[src/rtl/inst_fetch_bridge_if.sv]
// Instruction-memory request/response bus between inst_fetch_bridge (master) and memory (slave).
// FETCH_ERR_EN adds the mem_resp_err response flag.
interface inst_fetch_bridge_if #(parameter int ADDR_W = 64);
  logic              mem_req_valid;
  logic [ADDR_W-1:0] mem_req_addr;
  logic              mem_req_ready;
  logic              mem_resp_valid;
  logic [63:0]       mem_resp_data;
`ifdef FETCH_ERR_EN
  logic              mem_resp_err;
`endif

  modport master (
`ifdef FETCH_ERR_EN
    input  mem_resp_err,
`endif
    output mem_req_valid, mem_req_addr,
    input  mem_req_ready, mem_resp_valid, mem_resp_data
  );

  modport slave (
`ifdef FETCH_ERR_EN
    output mem_resp_err,
`endif
    input  mem_req_valid, mem_req_addr,
    output mem_req_ready, mem_resp_valid, mem_resp_data
  );
endinterface

[src/rtl/inst_fetch_bridge.sv]
// Fetch bridge: turns an if_stage fetch into a valid/ready memory request, selects the 32-bit word
// and stalls the pipe until ID accepts it. Optional FETCH_ERR_EN adds misalign/bus-error reporting.
module inst_fetch_bridge #(
  parameter int                ADDR_W   = 64,
  parameter logic [ADDR_W-1:0] PC_START = 64'h8000_0000
) (
  input  logic              clk,
  input  logic              rst,
  input  logic [ADDR_W-1:0] pc_i,
  input  logic              pc_valid_i,
  input  logic              flush_i,
  input  logic              id_ready_i,
  output logic [31:0]       inst_o,
  output logic [ADDR_W-1:0] inst_pc_o,
  output logic              inst_valid_o,
  output logic              fetch_stall_o,
`ifdef FETCH_ERR_EN
  output logic              inst_err_o,
`endif
  inst_fetch_bridge_if.master mem
);

  localparam logic [31:0] NOP = 32'h0000_0013;

  // The boot address lives in if_stage; here it only has to be a legal fetch target.
  if (PC_START[1:0] != 2'b00) begin : g_pc_start_chk
    $error("PC_START must be word aligned");
  end

  typedef enum logic [2:0] {S_IDLE, S_REQ, S_WAIT, S_HOLD, S_DRAIN} state_e;

  state_e            state_q, state_d;
  logic [ADDR_W-1:0] pc_q, pc_d;
  logic              drop_q, drop_d;
  logic [31:0]       inst_q, inst_d;
  logic [ADDR_W-1:0] inst_pc_q, inst_pc_d;
  logic              start;
`ifdef FETCH_ERR_EN
  logic              err_q, err_d;
`endif

  always_comb begin
    state_d   = state_q;
    pc_d      = pc_q;
    drop_d    = drop_q;
    inst_d    = inst_q;
    inst_pc_d = inst_pc_q;
    start     = 1'b0;
`ifdef FETCH_ERR_EN
    err_d     = err_q;
`endif
    case (state_q)
      S_IDLE: begin
        if (pc_valid_i && !flush_i) start = 1'b1;
      end
      S_REQ: begin
        // A raised request stays up until accepted; a flush only marks its response for disposal.
        if (flush_i) drop_d = 1'b1;
        if (mem.mem_req_ready) state_d = (drop_q || flush_i) ? S_DRAIN : S_WAIT;
      end
      S_WAIT: begin
        if (mem.mem_resp_valid) begin
          if (flush_i) begin
            state_d = S_IDLE;
          end else begin
            state_d   = S_HOLD;
            inst_d    = pc_q[2] ? mem.mem_resp_data[63:32] : mem.mem_resp_data[31:0];
            inst_pc_d = pc_q;
`ifdef FETCH_ERR_EN
            err_d     = mem.mem_resp_err;
            if (mem.mem_resp_err) inst_d = NOP;
`endif
          end
        end else if (flush_i) begin
          state_d = S_DRAIN;
        end
      end
      S_DRAIN: begin
        if (mem.mem_resp_valid) state_d = S_IDLE;
      end
      S_HOLD: begin
        if (flush_i) begin
          state_d = S_IDLE;
        end else if (id_ready_i) begin
          if (pc_valid_i) start = 1'b1;
          else            state_d = S_IDLE;
        end
      end
      default: state_d = S_IDLE;
    endcase

    if (start) begin
      pc_d    = pc_i;
      drop_d  = 1'b0;
      state_d = S_REQ;
`ifdef FETCH_ERR_EN
      // Misaligned fetches never reach memory; they retire as a flagged nop.
      if (pc_i[1:0] != 2'b00) begin
        state_d   = S_HOLD;
        inst_d    = NOP;
        inst_pc_d = pc_i;
        err_d     = 1'b1;
      end
`endif
    end
  end

  always_ff @(posedge clk) begin
    if (!rst) begin
      state_q   <= S_IDLE;
      pc_q      <= '0;
      drop_q    <= 1'b0;
      inst_q    <= '0;
      inst_pc_q <= '0;
`ifdef FETCH_ERR_EN
      err_q     <= 1'b0;
`endif
    end else begin
      state_q   <= state_d;
      pc_q      <= pc_d;
      drop_q    <= drop_d;
      inst_q    <= inst_d;
      inst_pc_q <= inst_pc_d;
`ifdef FETCH_ERR_EN
      err_q     <= err_d;
`endif
    end
  end

  assign mem.mem_req_valid = (state_q == S_REQ);
  assign mem.mem_req_addr  = {pc_q[ADDR_W-1:3], 3'b000};
  assign inst_o            = inst_q;
  assign inst_pc_o         = inst_pc_q;
  assign inst_valid_o      = (state_q == S_HOLD);
  assign fetch_stall_o     = rst && pc_valid_i && !flush_i && !((state_q == S_HOLD) && id_ready_i);
`ifdef FETCH_ERR_EN
  assign inst_err_o        = err_q;
`endif

endmodule

[src/flat_wrapper.sv]
// flat-port wrapper written by rule: the top's interface ports become plain ports
module inst_fetch_bridge_flat 
#(
  parameter int                ADDR_W   = 64,
  parameter logic [ADDR_W-1:0] PC_START = 64'h8000_0000
)
  (clk, rst, pc_i, pc_valid_i, flush_i, id_ready_i, inst_o, inst_pc_o, inst_valid_o, fetch_stall_o, mem_mem_req_valid, mem_mem_req_addr, mem_mem_req_ready, mem_mem_resp_valid, mem_mem_resp_data);
  inst_fetch_bridge_if #(.ADDR_W(ADDR_W)) mem_i ();
  input  logic clk;
  input  logic rst;
  input  logic [ADDR_W-1:0] pc_i;
  input  logic pc_valid_i;
  input  logic flush_i;
  input  logic id_ready_i;
  output logic [31:0] inst_o;
  output logic [ADDR_W-1:0] inst_pc_o;
  output logic inst_valid_o;
  output logic fetch_stall_o;
  output wire logic [$bits(mem_i.mem_req_valid)-1:0] mem_mem_req_valid;
  output wire logic [$bits(mem_i.mem_req_addr)-1:0] mem_mem_req_addr;
  input wire logic [$bits(mem_i.mem_req_ready)-1:0] mem_mem_req_ready;
  input wire logic [$bits(mem_i.mem_resp_valid)-1:0] mem_mem_resp_valid;
  input wire logic [$bits(mem_i.mem_resp_data)-1:0] mem_mem_resp_data;
  assign mem_mem_req_valid = mem_i.mem_req_valid;
  assign mem_mem_req_addr = mem_i.mem_req_addr;
  assign mem_i.mem_req_ready = mem_mem_req_ready;
  assign mem_i.mem_resp_valid = mem_mem_resp_valid;
  assign mem_i.mem_resp_data = mem_mem_resp_data;
  inst_fetch_bridge #(.ADDR_W(ADDR_W), .PC_START(PC_START)) u_core (.clk(clk), .rst(rst), .pc_i(pc_i), .pc_valid_i(pc_valid_i), .flush_i(flush_i), .id_ready_i(id_ready_i), .inst_o(inst_o), .inst_pc_o(inst_pc_o), .inst_valid_o(inst_valid_o), .fetch_stall_o(fetch_stall_o), .mem(mem_i));
endmodule
[config.mk]
export PLATFORM = sky130hd
export DESIGN_NAME = inst_fetch_bridge_flat
export DESIGN_NICKNAME = d
export VERILOG_FILES = /design/src/rtl/inst_fetch_bridge_if.sv /design/src/rtl/inst_fetch_bridge.sv /design/src/flat_wrapper.sv
export SDC_FILE = /design/constraint.sdc
export NUM_CORES = 1
export LEC_CHECK = 0
export ABC_AREA = 0
export CORE_ASPECT_RATIO = 1.5
export CORE_UTILIZATION = 35
export DETAILED_ROUTE_END_ITERATION = 7
export MAX_ROUTING_LAYER = met4
export PLACE_DENSITY = 0.78
export SLEW_MARGIN = 40
export SYNTH_ARGS = -nofsm -noshare
export SYNTH_HDL_FRONTEND = slang
export SYNTH_SLANG_ARGS = --single-unit
[constraint.sdc]
create_clock -name clk -period 3.2 [get_ports clk]
set_input_delay 0.64 -clock clk [delete_from_list [all_inputs] [get_ports clk]]
set_output_delay 0.64 -clock clk [all_outputs]
set_load 0.03 [all_outputs]
==> results.ini <==
[pwr]
leakagePower_nw=3.33
peakVddDrop_v=0.000264
p_total_mw=4.88
p_per_area_mw_per_mm2=488

[global_route]
first_global_vias=5615
grt_max_degree=162
grtUsageTotal_pct=19.7
grt_pass1_wl_um=29100
antenna_found_initial=0
gr-total-overflow=0

[critical_path]
worstPathRequired_ns=2.56
crit_fanout=11
cp-start-kind=flip-flop
worstPathArrival_ns=2.13
crit_path_end_kind=primary output
timing_worst_setup_path_type=reg -> out
rr_worst_depth=5

[place]
post-dp-hpwl_um=13100
gp_congestion=0.801
port-buffer-count=294

[floorplan]
initial_utilization_pct=36.0
chipHeight_um=172
dieArea_mm2=0.0198
core-area_mm2=0.0187
pin_count=298
rows=61
die_w_um=115

[timing]
tns_ns=0
finalCriticalPeriod_ns=2.77
relSlewSlack_pct=38.0
finalSetupViolCount=0
fin_skew_ns=0.00959
rsz0062_at_grt=no
worst_slew_pin_slew_ns=0.931
min_period_over_period_pct=86.7
fmax_mhz=360
hold_violations=0
slew_viol_final=0

[logic_synthesis]
ys_seq_area_share_pct=48.7
synth-edff-count=0
synth_most_common_cell=nand2_1
netlist_top_cells_area=dfxtp_1, nand2_1, a21oi_1
synth_ff_type=dfxtp_1
synth.distinct_cells=35
synthTopCellsByCount=nand2_1, dfxtp_1, a21oi_1, buf_4, nor2_1
synth.top_cell.area_share_pct=48.7
ys_ff_latch=164
netlist_area_mm2=0.00674
synthCells=801
yosys_warnings=0
postSynthAreaPerCell_um2=8.41
yosys.area.top_type=dfxtp_1
synth_async_sr_flop_share_pct=0

[clock_network]
clock_latency_ns=0.42
h-tree-depth=4
cts-buffers-inserted=17
clk_pin_slew_worst_paths_ns=0.06
clockRootBuffer=clkbuf_16
cts_resized=0
postCtsSetupBuffers=0
cts_num_sinks=164
clockBufferDepth=2
hold_buffers=0
cts_tree=yes

[cells_and_area]
final-seq-area_mm2=0.00329
multi_input_area_mm2=0.00264
fillCellCount=1692
antennaDiodeCount=0
area_delta_synth_final_pct=48.3
drive_above_1_share_pct=7.28
finish.net_count=1138

[worst_hold_path]
holdPathStages=2
hold_path.class=reg -> reg

[routing]
wl_per_cell_um=14.9
drt_iter0_markers=354
drtPass1Iterations=4
route.detailed.drc=0
detail-route-antenna-nets=0
wl_um=18900
viasPerCell=4.67
via_count=5920

[outcome]
status=finished, final reports clean

[run]
max_cap_violations=0

## final cells by class
class	count	area share, %
inverter	2	0.100
timing repair buffer	303	30.9
tap	252	3.16
clock buffer	20	4.67
sequential	164	32.9
clock inverter	12	1.90
multi-input combinational	515	26.4
## critical path, stage by stage (launching register included)
cell and delay, ns:
dfxtp_1 0.53, nor3b_1 0.41, clkdlybuf4s50_1 0.78
## final timing paths
check | from | endpoint | slack (ns)
hold / removal | u_core.inst_pc_o[59]$_SDFFE_PN0P_ | u_core.inst_pc_o[59]$_SDFFE_PN0P_ | 0.45
setup reg to reg | u_core.state_q[1]$_SDFFE_PP0P_ | u_core.inst_o[3]$_SDFFE_PN0P_ | 1.11
setup / recovery | u_core.state_q[0]$_SDFFE_PN0P_ | mem_mem_req_valid | 0.43
hold reg to reg | u_core.inst_pc_o[59]$_SDFFE_PN0P_ | u_core.inst_pc_o[59]$_SDFFE_PN0P_ | 0.45
## kinds of logic after synthesis
logic type,after synthesis,share of synthesized area [%]
AOI/OAI and AO/OA,172,16.2
buffers and inverters,124,12.4
DFF,164,48.7
muxes,32,4.75
other,1,0.0556
and+or+nand+nor,308,17.9
## power by group
group | switching (mW) | internal, mW | leakage, nW
Combinational | 0.242 | 0.263 | 1.68
Sequential | 0.0405 | 2.08 | 1.33
Clock | 0.862 | 1.39 | 0.321
Total | 1.14 | 3.73 | 3.33
## flip-flops by register name, indices dropped and copies added, names as in the netlist
| register | flops |
|---|---|
| u_core.state_q | 3 |
| u_core.pc_q | 64 |
| u_core.inst_pc_o | 64 |
| u_core.inst_o | 32 |
| u_core.drop_q | 1 |
## cell usage in the layout (no fill, tap or decap), drive strengths merged, types with 2 or more instances in the layout
| cell type | Yosys | routed |
|---|---|---|
| inv | 2 | 7 |
| buf | 97 | 10 |
| a21oi | 132 | 132 |
| nor2b | 2 | 2 |
| clkdlybuf4s50 | 0 | 293 |
| mux2i | 32 | 32 |
| nor2 | 38 | 38 |
| clkinv | 0 | 2 |
| a211oi | 32 | 32 |
| dfxtp | 164 | 164 |
| bufinv | 0 | 4 |
| conb | 1 | 3 |
| clkbuf | 25 | 20 |
| nand2 | 258 | 258 |
## per-stage QoR
stage	cell area (µm²)	setup WS, ns	instances	utilization (%)	hold slack, ns
finish	9990	0.426	1268	53.4	0.452
global route	9990	0.358	1268	53.4	0.472
CTS	9990	0.423	1268	53.4	0.454
detailed placement	9340	0.553	1236	49.9	0.447
global placement	9330	0.624	1236	49.9	0.437
floorplan	6750	0.727	803	-	0.432
## per-layer routing
layer,vias up,GRT usage [%],share of wire (%)
li1,2971,-,-
met1,2702,21.5,39
met2,203,33.4,52
met3,44,4.07,4.6
met4,0,10.4,4.4
met5,-,-,0
Note: power is estimated with default switching activity, not from simulation.
==> RTL edit 1, RTL diff (same flow settings) <==
Re-encode `state_e` (5 states) as one-hot, 5 bits wide.
--- a/src/rtl/inst_fetch_bridge.sv
+++ b/src/rtl/inst_fetch_bridge.sv
@@ -27,7 +27,7 @@
     $error("PC_START must be word aligned");
   end
 
-  typedef enum logic [2:0] {S_IDLE, S_REQ, S_WAIT, S_HOLD, S_DRAIN} state_e;
+  typedef enum logic [4:0] {S_IDLE = 5'b00001, S_REQ = 5'b00010, S_WAIT = 5'b00100, S_HOLD = 5'b01000, S_DRAIN = 5'b10000} state_e;
 
   state_e            state_q, state_d;
   logic [ADDR_W-1:0] pc_q, pc_d;
Behaviour: no difference found for any inputs over 4 cycles, from zero or initial values and one cycle with rst low; so few cycles prove little.
==> RTL edit 1 against the unedited design <==
- hold slack barely moved
- core utilization shrank 0.26 points
- largest power group is now registers
- largest cell class unchanged
- highest routed layer unchanged
- power is 0.22% higher
- wire length up 1.8%
- area after synthesis decreased by 0.48%
- sequential cell count up 2
- synthesized cell count rose by 2.0%
- clock skew decreased by 0.52 ps
- cell area fell by 0.90%
- worst setup slack got worse by 140 ps
- critical path depth is 1 higher
- maximum frequency is 4.8% lower
==> RTL edit 1: results (changes against the unedited design) <==
Status = finished clean (unchanged)
Pleak = 3.26 nW (was 3.33 nW)
NonClk Buf Share = 30.9% (about the same)
Worst-path fanout max = 8 (was 11)
Relative slew slack = 48.1% (was 38.0%)
Pin count of the biggest net entering global routing = 164 (was 162)
Fillers = 1762 (was 1692)
Reg2Reg Setup Slack = 1230 ps (was 1110 ps)
Routed wire per std cell = 15.0 um (was 14.9 um)
Met1 GRT Util = 21.4% (was 21.5%)
Worst vdd ir = 0.000370 V (was 0.000264 V)
Final period util = 91.1% (was 86.7%)
Met3 WL = 997 um (was 866 um)
CP arrival = 2270 ps (was 2130 ps)
Global Route met2 Usage = 33.9% (was 33.4%)
DRT iter0 DRCs = 310 (was 354)
Worst slack, placed = 496 ps (was 553 ps)
Commonest cells in the synthesized netlist = nand2_1, dfxtp_1, a21oi_1 (unchanged)
Vias = 5973 (was 5920)
Critical Path Start = u_core.state_q[0]$_SDFFE_PN1P_ (was u_core.state_q[0]$_SDFFE_PN0P_)
Synth area leaders = dfxtp_1, nand2_1, a21oi_1 (unchanged)
Non-clk invs = 1 (was 2)
Netlist cell types = 36 (was 35)
Worst hold start = u_core.inst_pc_o[6]$_SDFFE_PN0P_ (was u_core.inst_pc_o[59]$_SDFFE_PN0P_)
Final clock-cell share = 5.72% (was 6.57%)
Pre-antenna DRT Iters = 6 (was 4)
Seq/total area = 33.6% (was 32.9%)
Nets = 1151 (was 1138)
[RTL edit 1: cell types whose count changed in the layout (fill, tap and decap cells not counted), moves of 3 or more]
cell | before | now
a211oi_1 | 8 | 34
o21ai_0 | 1 | 4
or3_1 | 0 | 3
clkinvlp_4 | 1 | 4
bufinv_16 | 4 | 1
a211oi_2 | 24 | 0
[RTL edit 1: kinds of logic (layout without fill, tap and decap cells)]
logic type,after synthesis,count (layout),synth area share (%)
AO/OA/AOI/OAI,180,180,15.5
buffers and inverters,124,334,11.4
flip-flops,166,166,49.5
multiplexers,32,32,4.78
other,1,3,0.0559
AND/OR/NAND/NOR,314,314,18.7
[RTL edit 1: worst max-delay path, cell delays in order, from the launching register on]
cell and delay [ps]:
dfxtp_1 410, or3_1 410, nor3b_1 310, clkdlybuf4s50_1 750
[RTL edit 1: where the power goes]
group	total [W]	internal (W)	switching [W]
Clock	0.00197	0.00111	0.000862
Combinational	0.000710	0.000342	0.000368
Sequential	0.00221	0.00214	0.0000732
==> RTL edit 2, RTL diff (config.mk and constraints unchanged) <==
Without the edit above. `ADDR_W` is set to 64 in 3 places; all go to 96.
--- a/src/rtl/inst_fetch_bridge_if.sv
+++ b/src/rtl/inst_fetch_bridge_if.sv
@@ -1,6 +1,6 @@
 // Instruction-memory request/response bus between inst_fetch_bridge (master) and memory (slave).
 // FETCH_ERR_EN adds the mem_resp_err response flag.
-interface inst_fetch_bridge_if #(parameter int ADDR_W = 64);
+interface inst_fetch_bridge_if #(parameter int ADDR_W = 96);
   logic              mem_req_valid;
   logic [ADDR_W-1:0] mem_req_addr;
   logic              mem_req_ready;
--- a/src/rtl/inst_fetch_bridge.sv
+++ b/src/rtl/inst_fetch_bridge.sv
@@ -1,7 +1,7 @@
 // Fetch bridge: turns an if_stage fetch into a valid/ready memory request, selects the 32-bit word
 // and stalls the pipe until ID accepts it. Optional FETCH_ERR_EN adds misalign/bus-error reporting.
 module inst_fetch_bridge #(
-  parameter int                ADDR_W   = 64,
+  parameter int                ADDR_W   = 96,
   parameter logic [ADDR_W-1:0] PC_START = 64'h8000_0000
 ) (
   input  logic              clk,
--- a/src/flat_wrapper.sv
+++ b/src/flat_wrapper.sv
@@ -1,7 +1,7 @@
 // flat-port wrapper written by rule: the top's interface ports become plain ports
 module inst_fetch_bridge_flat 
 #(
-  parameter int                ADDR_W   = 64,
+  parameter int                ADDR_W   = 96,
   parameter logic [ADDR_W-1:0] PC_START = 64'h8000_0000
 )
   (clk, rst, pc_i, pc_valid_i, flush_i, id_ready_i, inst_o, inst_pc_o, inst_valid_o, fetch_stall_o, mem_mem_req_valid, mem_mem_req_addr, mem_mem_req_ready, mem_mem_resp_valid, mem_mem_resp_data);
Ports: changed (resized inst_pc_o, mem_mem_req_addr and pc_i); port bits go from 298 to 394. No check against the original RTL was run, so the function may have changed too.
==> RTL edit 2 against the unedited design <==
- wire length grew 41%
- via count grew 36%
- combinational power grew 35%
- area after synthesis grew 34%
- critical path depth is the same
- worst setup slack lost 18 ps
- sequential cell count grew 64
- cell area grew 31%
- hold slack gained 0.52 ps
- synthesized cell count grew 39%
- power grew 28%
- sequential share of layout area grew 1.9 points
- maximum frequency shrank 0.64%
- clock power grew 15%
- largest cell class unchanged
- largest power group is now registers
==> RTL edit 2: results (changes against the unedited design) <==
Ant. Diodes = 1 (was 0)
Post-synthesis register bit count = 228 (was 164)
Die Wd = 133 um (was 115 um)
All-layer global routing usage = 19.7% (about the same)
Fillers = 2317 (was 1692)
Routed wire per std cell = 15.7 um (was 14.9 um)
Placed Cells = 1665 (was 1236)
First-pass GRT wire length = 40.3 mm (was 29.1 mm)
Initial antenna violation count = 1 (was 0)
Final period util = 87.2% (was 86.7%)
Status = finished clean (unchanged)
#MultiIn Comb = 707 (was 515)
Synth area leaders = dfxtp_1, nand2_1, a21oi_1 (unchanged)
Nets = 1527 (was 1138)
Area of the multi-input gates = 0.00334 mm2 (was 0.00264 mm2)
Vias in the first global route = 7525 (was 5615)
Worst-Skew Late Latency = 500 ps (was 420 ps)
Final clock-cell share = 5.42% (was 6.57%)
Relative slew slack = 51.5% (was 38.0%)
DRT iter0 DRCs = 403 (was 354)
Worst vdd ir = 0.000413 V (was 0.000264 V)
Clock buffer count = 33 (was 20)
Netlist cell types = 33 (was 35)
Port-buffer cells = 390 (was 294)
Pre-antenna DRT Iters = 6 (was 4)
Reg2Reg Setup Slack = 1180 ps (was 1110 ps)
H-tree levels = 1 (was 4)
Commonest cells in the synthesized netlist = nand2_1, dfxtp_1, a21oi_1 (unchanged)
Final Instance Area = 0.0131 mm2 (was 0.00999 mm2)
Worst Hold End = u_core.inst_pc_o[24]$_SDFFE_PN0P_ (was u_core.inst_pc_o[59]$_SDFFE_PN0P_)
Pleak = 4.37 nW (was 3.33 nW)
Clock skew = 10.8 ps (was 9.59 ps)
Vias/cell = 4.74 (was 4.67)
## RTL edit 2: cell families (layout without fill, tap and decap cells)
family | Yosys count | count (layout) | share of synthesized area, %
buffers and inverters | 177 | 439 | 12.8
other | 1 | 4 | 0.0415
and+or+nand+nor | 436 | 436 | 18.6
DFF | 228 | 228 | 50.6
AOI/OAI and AO/OA | 236 | 236 | 14.4
muxes | 32 | 32 | 3.55
## RTL edit 2: metal layers
| metal | share of wire, % | track usage [%] |
|---|---|---|
| met1 | 39 | 22.2 |
| met2 | 51 | 33.9 |
| met3 | 6.5 | 3.87 |
| met4 | 4.0 | 8.54 |
| met5 | 0 | - |
## RTL edit 2: power groups by stage
stage | Sequential (W) | Combinational (W) | Clock (W)
after floorplan | 0.00299 | 0.000394 | 0
after global placement | 0.00301 | 0.000673 | 0
after detailed placement | 0.00301 | 0.000682 | 0
after CTS | 0.00295 | 0.000685 | 0.00267
after global routing | 0.00296 | 0.000726 | 0.00278
final | 0.00295 | 0.000682 | 0.00259
